**src/rtl/odd_parity_frame_ctrl_pkg.sv**
```systemverilog
// odd_parity_pkg: shared FSM state encoding and default sizing for the odd-parity frame controller
package odd_parity_pkg;
  typedef enum logic [1:0] {IDLE = 2'd0, RECV = 2'd1, DONE = 2'd2} state_e;
  localparam int DATA_W_DEF = 4;
  localparam int FRAME_LEN_DEF = 8;
endpackage

```
**src/rtl/odd_parity_frame_ctrl_if.sv**
```systemverilog
// odd_parity_frame_ctrl_if: valid/ready word bus carrying a data word and its odd-parity bit
interface odd_parity_frame_ctrl_if #(parameter int DATA_W = odd_parity_pkg::DATA_W_DEF);
  logic              in_valid;
  logic              in_ready;
  logic [DATA_W-1:0] in_data;
  logic              in_par;
  modport master (output in_valid, in_data, in_par, input in_ready);
  modport slave (input in_valid, in_data, in_par, output in_ready);
endinterface

```
**src/rtl/odd_parity_frame_ctrl_word_chk.sv**
```systemverilog
// odd_parity_word_chk: a word is good when data plus parity hold an odd number of ones
module odd_parity_word_chk #(parameter int DATA_W = odd_parity_pkg::DATA_W_DEF) (
  input  logic [DATA_W-1:0] data_i,
  input  logic              par_i,
  output logic              good_o
);
  assign good_o = ^{data_i, par_i};
endmodule

```
**src/rtl/odd_parity_frame_ctrl.sv**
```systemverilog
// odd_parity_frame_ctrl: checks odd parity across a FRAME_LEN-word frame and reports error count/first index
// ODD_PARITY_STICKY_ERR_EN adds clr_err input and err_sticky output latching any bad frame.
module odd_parity_frame_ctrl
  import odd_parity_pkg::*;
#(
  parameter int DATA_W = DATA_W_DEF,
  parameter int FRAME_LEN = FRAME_LEN_DEF,
  localparam int IDX_W = $clog2(FRAME_LEN),
  localparam int CNT_W = $clog2(FRAME_LEN + 1)
) (
  input  logic                  clk,
  input  logic                  rst_n,
  input  logic                  start,
  odd_parity_frame_ctrl_if.slave bus,
  output logic                  busy,
  output logic                  done,
  output logic                  frame_ok,
  output logic [CNT_W-1:0]      err_cnt,
`ifdef ODD_PARITY_STICKY_ERR_EN
  input  logic                  clr_err,
  output logic                  err_sticky,
`endif
  output logic [IDX_W-1:0]      first_err_idx
);
  state_e           state_q;
  logic             in_ready_q, busy_q, done_q, frame_ok_q;
  logic [IDX_W-1:0] cnt_q, first_err_q;
  logic [CNT_W-1:0] err_cnt_q, err_cnt_d;
  logic             good, xfer, last;

  odd_parity_word_chk #(.DATA_W(DATA_W)) u_chk (
    .data_i (bus.in_data),
    .par_i  (bus.in_par),
    .good_o (good)
  );

  assign xfer = bus.in_valid && in_ready_q;
  assign last = cnt_q == IDX_W'(FRAME_LEN - 1);
  assign err_cnt_d = err_cnt_q + CNT_W'(xfer && !good);

  always_ff @(posedge clk or negedge rst_n) begin
    if (!rst_n) begin
      state_q     <= IDLE;
      in_ready_q  <= 1'b0;
      busy_q      <= 1'b0;
      done_q      <= 1'b0;
      frame_ok_q  <= 1'b0;
      cnt_q       <= '0;
      err_cnt_q   <= '0;
      first_err_q <= '0;
    end else begin
      done_q <= 1'b0;
      case (state_q)
        IDLE: if (start) begin
          state_q     <= RECV;
          in_ready_q  <= 1'b1;
          busy_q      <= 1'b1;
          frame_ok_q  <= 1'b0;
          cnt_q       <= '0;
          err_cnt_q   <= '0;
          first_err_q <= '0;
        end
        RECV: if (xfer) begin
          cnt_q     <= cnt_q + IDX_W'(1);
          err_cnt_q <= err_cnt_d;
          if (!good && err_cnt_q == '0) first_err_q <= cnt_q;
          // frame_ok is judged on the count that already includes this final word
          if (last) begin
            state_q    <= DONE;
            in_ready_q <= 1'b0;
            done_q     <= 1'b1;
            frame_ok_q <= err_cnt_d == '0;
          end
        end
        DONE: begin
          state_q <= IDLE;
          busy_q  <= 1'b0;
        end
        default: begin
          state_q    <= IDLE;
          in_ready_q <= 1'b0;
          busy_q     <= 1'b0;
        end
      endcase
    end
  end

`ifdef ODD_PARITY_STICKY_ERR_EN
  logic err_sticky_q;
  always_ff @(posedge clk or negedge rst_n) begin
    if (!rst_n) err_sticky_q <= 1'b0;
    else if (state_q == DONE && !frame_ok_q) err_sticky_q <= 1'b1;
    else if (clr_err) err_sticky_q <= 1'b0;
  end
  assign err_sticky = err_sticky_q;
`endif

  assign bus.in_ready  = in_ready_q;
  assign busy          = busy_q;
  assign done          = done_q;
  assign frame_ok      = frame_ok_q;
  assign err_cnt       = err_cnt_q;
  assign first_err_idx = first_err_q;
endmodule
```
**src/flat_wrapper.sv**
```systemverilog
// flat-port wrapper written by rule: the top's interface ports become plain ports
module odd_parity_frame_ctrl_flat import odd_parity_pkg::*;
#(
  parameter int DATA_W = DATA_W_DEF,
  parameter int FRAME_LEN = FRAME_LEN_DEF,
  localparam int IDX_W = $clog2(FRAME_LEN),
  localparam int CNT_W = $clog2(FRAME_LEN + 1)
)
  (clk, rst_n, start, busy, done, frame_ok, err_cnt, first_err_idx, bus_in_valid, bus_in_data, bus_in_par, bus_in_ready);
  odd_parity_frame_ctrl_if #(.DATA_W(DATA_W)) bus_i ();
  input  logic clk;
  input  logic rst_n;
  input  logic start;
  output logic busy;
  output logic done;
  output logic frame_ok;
  output logic [CNT_W-1:0] err_cnt;
  output logic [IDX_W-1:0] first_err_idx;
  input wire logic [$bits(bus_i.in_valid)-1:0] bus_in_valid;
  input wire logic [$bits(bus_i.in_data)-1:0] bus_in_data;
  input wire logic [$bits(bus_i.in_par)-1:0] bus_in_par;
  output wire logic [$bits(bus_i.in_ready)-1:0] bus_in_ready;
  assign bus_i.in_valid = bus_in_valid;
  assign bus_i.in_data = bus_in_data;
  assign bus_i.in_par = bus_in_par;
  assign bus_in_ready = bus_i.in_ready;
  odd_parity_frame_ctrl #(.DATA_W(DATA_W), .FRAME_LEN(FRAME_LEN)) u_core (.clk(clk), .rst_n(rst_n), .start(start), .bus(bus_i), .busy(busy), .done(done), .frame_ok(frame_ok), .err_cnt(err_cnt), .first_err_idx(first_err_idx));
endmodule
```
**config.mk**
```make
export PLATFORM = sky130hd
export DESIGN_NAME = odd_parity_frame_ctrl_flat
export DESIGN_NICKNAME = d
export VERILOG_FILES = /design/src/rtl/odd_parity_frame_ctrl_pkg.sv /design/src/rtl/odd_parity_frame_ctrl_if.sv /design/src/rtl/odd_parity_frame_ctrl_word_chk.sv /design/src/rtl/odd_parity_frame_ctrl.sv /design/src/flat_wrapper.sv
export SDC_FILE = /design/constraint.sdc
export NUM_CORES = 1
export LEC_CHECK = 0
export ABC_AREA = 1
export BUFFER_PORTS_ARGS = -buffer_cell sky130_fd_sc_hd__clkbuf_2
export CAP_MARGIN = 5
export CORE_UTILIZATION = 55
export DETAILED_ROUTE_END_ITERATION = 16
export PLACE_DENSITY = 0.85
export SYNTH_ARGS = -nofsm -noshare
export SYNTH_HDL_FRONTEND = slang
export SYNTH_SLANG_ARGS = --single-unit
```
**constraint.sdc**
```tcl
create_clock -name clk -period 4.35 [get_ports clk]
set_clock_uncertainty 0.05 [all_clocks]
set_input_delay 0.87 -clock clk [delete_from_list [all_inputs] [get_ports clk]]
set_output_delay 0.87 -clock clk [all_outputs]
set_load 0.005 [all_outputs]
```
==> metrics.md <==
| Metric | Value |
|---|---|
| Number of global-route vias before repair | `between 700 and 800` |
| Post-synthesis share of cell area spent on xor and xnor gates | `under 10%` |
| Post-synthesis instance area | `891 sq um` |
| Mux share of post-synthesis cell area | `0%` |
| Total via count after detailed routing | `between 700 and 800` |
| Achievable frequency | `453 MHz` |
| Highest ir drop seen on vdd | `around 0.29 mV` |
| R2R Path End | `u_core.frame_ok` |
| Outcome | `completed` |
| Hold worst-path end | `u_core.first_err_idx[1]` |
| Seq/Total Area, Yosys | `between 40% and 50%` |
| Sinks on Clock Net | `16` |
| GPL Wtd Cong | `around 0.81` |
| Clock period minus final worst setup slack | `~2200 ps` |
| Per-cell routed wire length | `around 11 microns` |
| Post-cts resize count | `0` |
| Syn. warnings | `0` |
| Critical path capture point type | `flip-flop` |
| Cells after Synth | `111` |
| Critical path launch point type | `input pin` |
| Starting density of the core | `about three fifths` |
| Hold wc startpoint | `u_core.first_err_idx[1]` |
| Type of the most critical hold path | `flip-flop to flip-flop` |
| Dominant combinational cell family by area after synthesis | `simple AND/OR/NAND/NOR gates` |
| Flip-flop and latch count after synthesis | `16` |
| Share of the core filled with cells | `69.2%` |
| Io pins | `20` |
| Reg-to-Reg Start | `u_core.bus.in_ready` |
| Number of buffers added on ports | `19` |
| Total of fill cells in the finished design | `121` |
| Max-capacitance violation count | `0` |
| Most prevalent standard cell on the critical path | `nand2_1` |
| Clock insertion delay at the later pin of the skew report | `~280 ps` |
| First-pass iteration count of the detailed router | `4` |
| Number of remaining DRC errors | `0` |
| Cell type of the slowest stage on the worst timing path | `ha_1` |
| Cells along the critical path | `clkbuf_2, inv_1, nand2_1, nand2_1, nand2_1, nand2_1, nand2_2, nand2_1, nor2_1, ha_1, ha_1, xor2_1, inv_1, nand3_1, o31ai_2` |
| Headroom to the max-slew limit | `73.2%` |
| Pin count of the biggest net entering global routing | `17` |
| Slack of the worst reg-to-reg path | `2580 ps` |
| Global route total overflow | `0` |
| Unique cell type count in the Yosys netlist | `20` |
| Die Outline Area | `roughly 1800 sq um` |
| Synthesized netlist net count | `around 120` |
| Fin crit share | `between 50% and 60%` |
| Starting DRC count in detailed routing | `29` |
| Share of total power in sequential cells | `a little under two fifths` |
| Worst path buffer plus inverter count | `3` |
| Clock group share of total power | `15.5%` |
| Buffer depth of the longest clock path | `2` |
| Slew @ Worst Pin | `roughly 400 ps` |
| Via count normalized by instance count | `approximately 5.0` |
| Average cell area after synthesis | `approximately 8 sq um` |
| Setup ws final | `~2100 ps` |
| Number of max-slew violations in the final report | `0` |
| Static Leakage | `about 0.61 nW` |
| Finish-stage setup viols | `0` |
| Row count | `14` |
| ANT nets after route | `0` |
| Worst hold slack across all endpoints | `between 400 and 500 ps` |
| Clock root buffer master | `clkbuf_4` |
| Power Internal | `about 0.36 mW` |
| Number of post-CTS setup repair buffers | `0` |
| Number of cells traversed by the worst register-to-register path | `8` |
| Power share of the combinational group | `47.2%` |
| Worst hold stages | `2` |
| H-Tree Level Count | `1` |
| Overall fraction of global-route tracks in use | `21.9%` |
| Worst path top cell family by delay | `simple AND/OR/NAND/NOR gates` |
| Post-CTS clock slew at the launch and capture registers of the worst setup and hold paths | `90 ps` |
| First-pass GRT wire length | `2990 microns` |
| Worst setup slack after placement | `roughly 1800 ps` |
| Maximum net fanout on the critical path | `3` |
| Total detailed-routing wirelength | `roughly 1700 microns` |
| Fraction of power spent switching nets | `between 40% and 50%` |
| Adder-cell share of the synthesized area | `~5.6%` |
| Width of the chip | `around 42 microns` |
| Ratio of cells with drive above 1 in the final layout | `roughly 27%` |
| Total clock buffers created by CTS | `3` |
| Vertical extent of the die | `roughly 42 microns` |
| Crit Path Class | `input pin to flip-flop` |
| Endpoint required time on the critical path | `roughly 4500 ps` |
| Fraction of the mapped netlist area in compound gates | `7.16%` |
| Initial antenna violation count | `0` |
| CTS tree | `done` |
| Area of the core region | `around 1500 sq um` |
| P&R area growth vs syn | `17.0%` |
| Power density over cell area | `599 nW/um^2` |
| Number of buffers inserted by hold repair at cts | `0` |
| Total Negative Setup Slacks | `0 ps` |
| Ant diodes | `0` |
| Largest stage delay on the critical path | `between 200 and 250 ps` |
| Basic-gate share of the synthesized area counting and, or, nand and nor cells | `between 30% and 40%` |
| Hold violation total from the final report | `0` |
| Sum of net half-perimeters after detailed placement | `approximately 1300 microns` |
| Post-route total power | `roughly 0.62 mW` |
| Data arrival time at the worst-slack endpoint | `roughly 2400 ps` |
| Net switching power | `0.265 mW` |
| Unrepaired setup endpoints after global routing | `false` |
| Final-stage net count | `approximately 150` |
-- per-stage QoR --
stage | cell area [sq um] | std cells
after global placement | 1010 | 146
after floorplan | 891 | 111
after CTS | 1040 | 150
after detailed placement | 1010 | 146
final | 1040 | 150
after global routing | 1040 | 150
-- cells by family (layout without fill, tap and decap cells) --
family	count (synthesis)	after routing
flip-flops	16	16
XOR/XNOR	2	2
adder cells (fa/ha/maj)	4	4
AO/OA/AOI/OAI	11	11
buffers and inverters	18	41
AND/OR/NAND/NOR	60	60
-- worst reg2reg max path, stage by stage, from the launching register on --
cell,delay (ps)
dfrtp_1,400
nand2_1,220
nor2_1,90
ha_1,210
ha_1,200
xor2_1,160
inv_1,80
nand3_1,80
o31ai_2,190
-- cell usage in the layout (no fill, tap or decap) --
master | netlist | layout
nor2_4 | 3 | 3
o22ai_1 | 1 | 1
clkbuf_2 | 0 | 19
nor3_1 | 2 | 2
clkbuf_4 | 0 | 3
inv_4 | 1 | 1
nor2_1 | 6 | 6
clkbuf_8 | 0 | 1
nand2_1 | 35 | 35
o21ai_1 | 2 | 2
ha_1 | 4 | 4
inv_2 | 2 | 2
nand4_1 | 3 | 3
dfrtp_1 | 16 | 16
nand2_4 | 1 | 1
o21ai_0 | 7 | 7
inv_1 | 15 | 15
nand3_2 | 1 | 1
nand3_1 | 4 | 4
o31ai_2 | 1 | 1
xor2_1 | 2 | 2
nor4_1 | 1 | 1
nand2_2 | 4 | 4
-- worst max-delay path by stage --
stage                       to  cells after the start  slack [ps]      startpoint
2_1_floorplan  u_core.frame_ok                     14        2120      bus_in_par
4_1_cts        u_core.frame_ok                     15        2140  bus_in_data[0]
5_1_grt        u_core.frame_ok                     14        2020  bus_in_data[1]
3_3_place_gp   u_core.frame_ok                     14        1960      bus_in_par
6_report       u_core.frame_ok                     15        2140  bus_in_data[0]
3_5_place_dp   u_core.frame_ok                     15        1840  bus_in_data[0]
-- power by group through the flow --
stage          logic, mW  registers, mW  clock network (mW)
6_report           0.295          0.233              0.0970
5_1_grt            0.337          0.240               0.105
4_1_cts            0.294          0.233               0.100
3_5_place_dp       0.293          0.236                   0
3_3_place_gp       0.280          0.233                   0
2_1_floorplan      0.210          0.234                   0
-- final cells by class --
class	instances	area [sq um]	area share, %
sequential	16	400	38.4
inverter	18	70.1	6.72
multi-input combinational	77	420	40.3
timing repair buffer	19	95.1	9.12
clock buffer	4	36.3	3.48
tap	16	20.0	1.92
-- synth_stat cells --
cell type / instances / share of area (%)
xor2_1: 2 / 2.0
inv_1: 15 / 6.3
o21ai_1: 2 / 1.1
nor3_1: 2 / 1.1
nand2_1: 35 / 15
inv_2: 2 / 0.84
ha_1: 4 / 5.6
o31ai_2: 1 / 1.4
nand4_1: 3 / 2.1
nand3_2: 1 / 1.1
nor2_4: 3 / 3.8
nand2_2: 4 / 2.8
o22ai_1: 1 / 0.70
nand3_1: 4 / 2.2
dfrtp_1: 16 / 45
nor4_1: 1 / 0.70
nand2_4: 1 / 1.3
o21ai_0: 7 / 3.9
nor2_1: 6 / 2.5
inv_4: 1 / 0.70
-- sequential cells by signal (all words and copies together) (netlist names) --
signal                cells
u_core.bus.in_ready       1
u_core.busy               1
u_core.cnt_q              3
u_core.done               1
u_core.err_cnt            4
u_core.first_err_idx      3
u_core.frame_ok           1
u_core.state_q            2
-- metal layers --
metal	track usage [%]	up-vias	share of wire, %
met1	27.5	334	47
li1	-	396	-
met2	37.2	16	49
met3	5.17	2	3.3
met5	0	-	0
met4	6.88	0	0.84
Note: power is estimated with default switching activity, not from simulation.
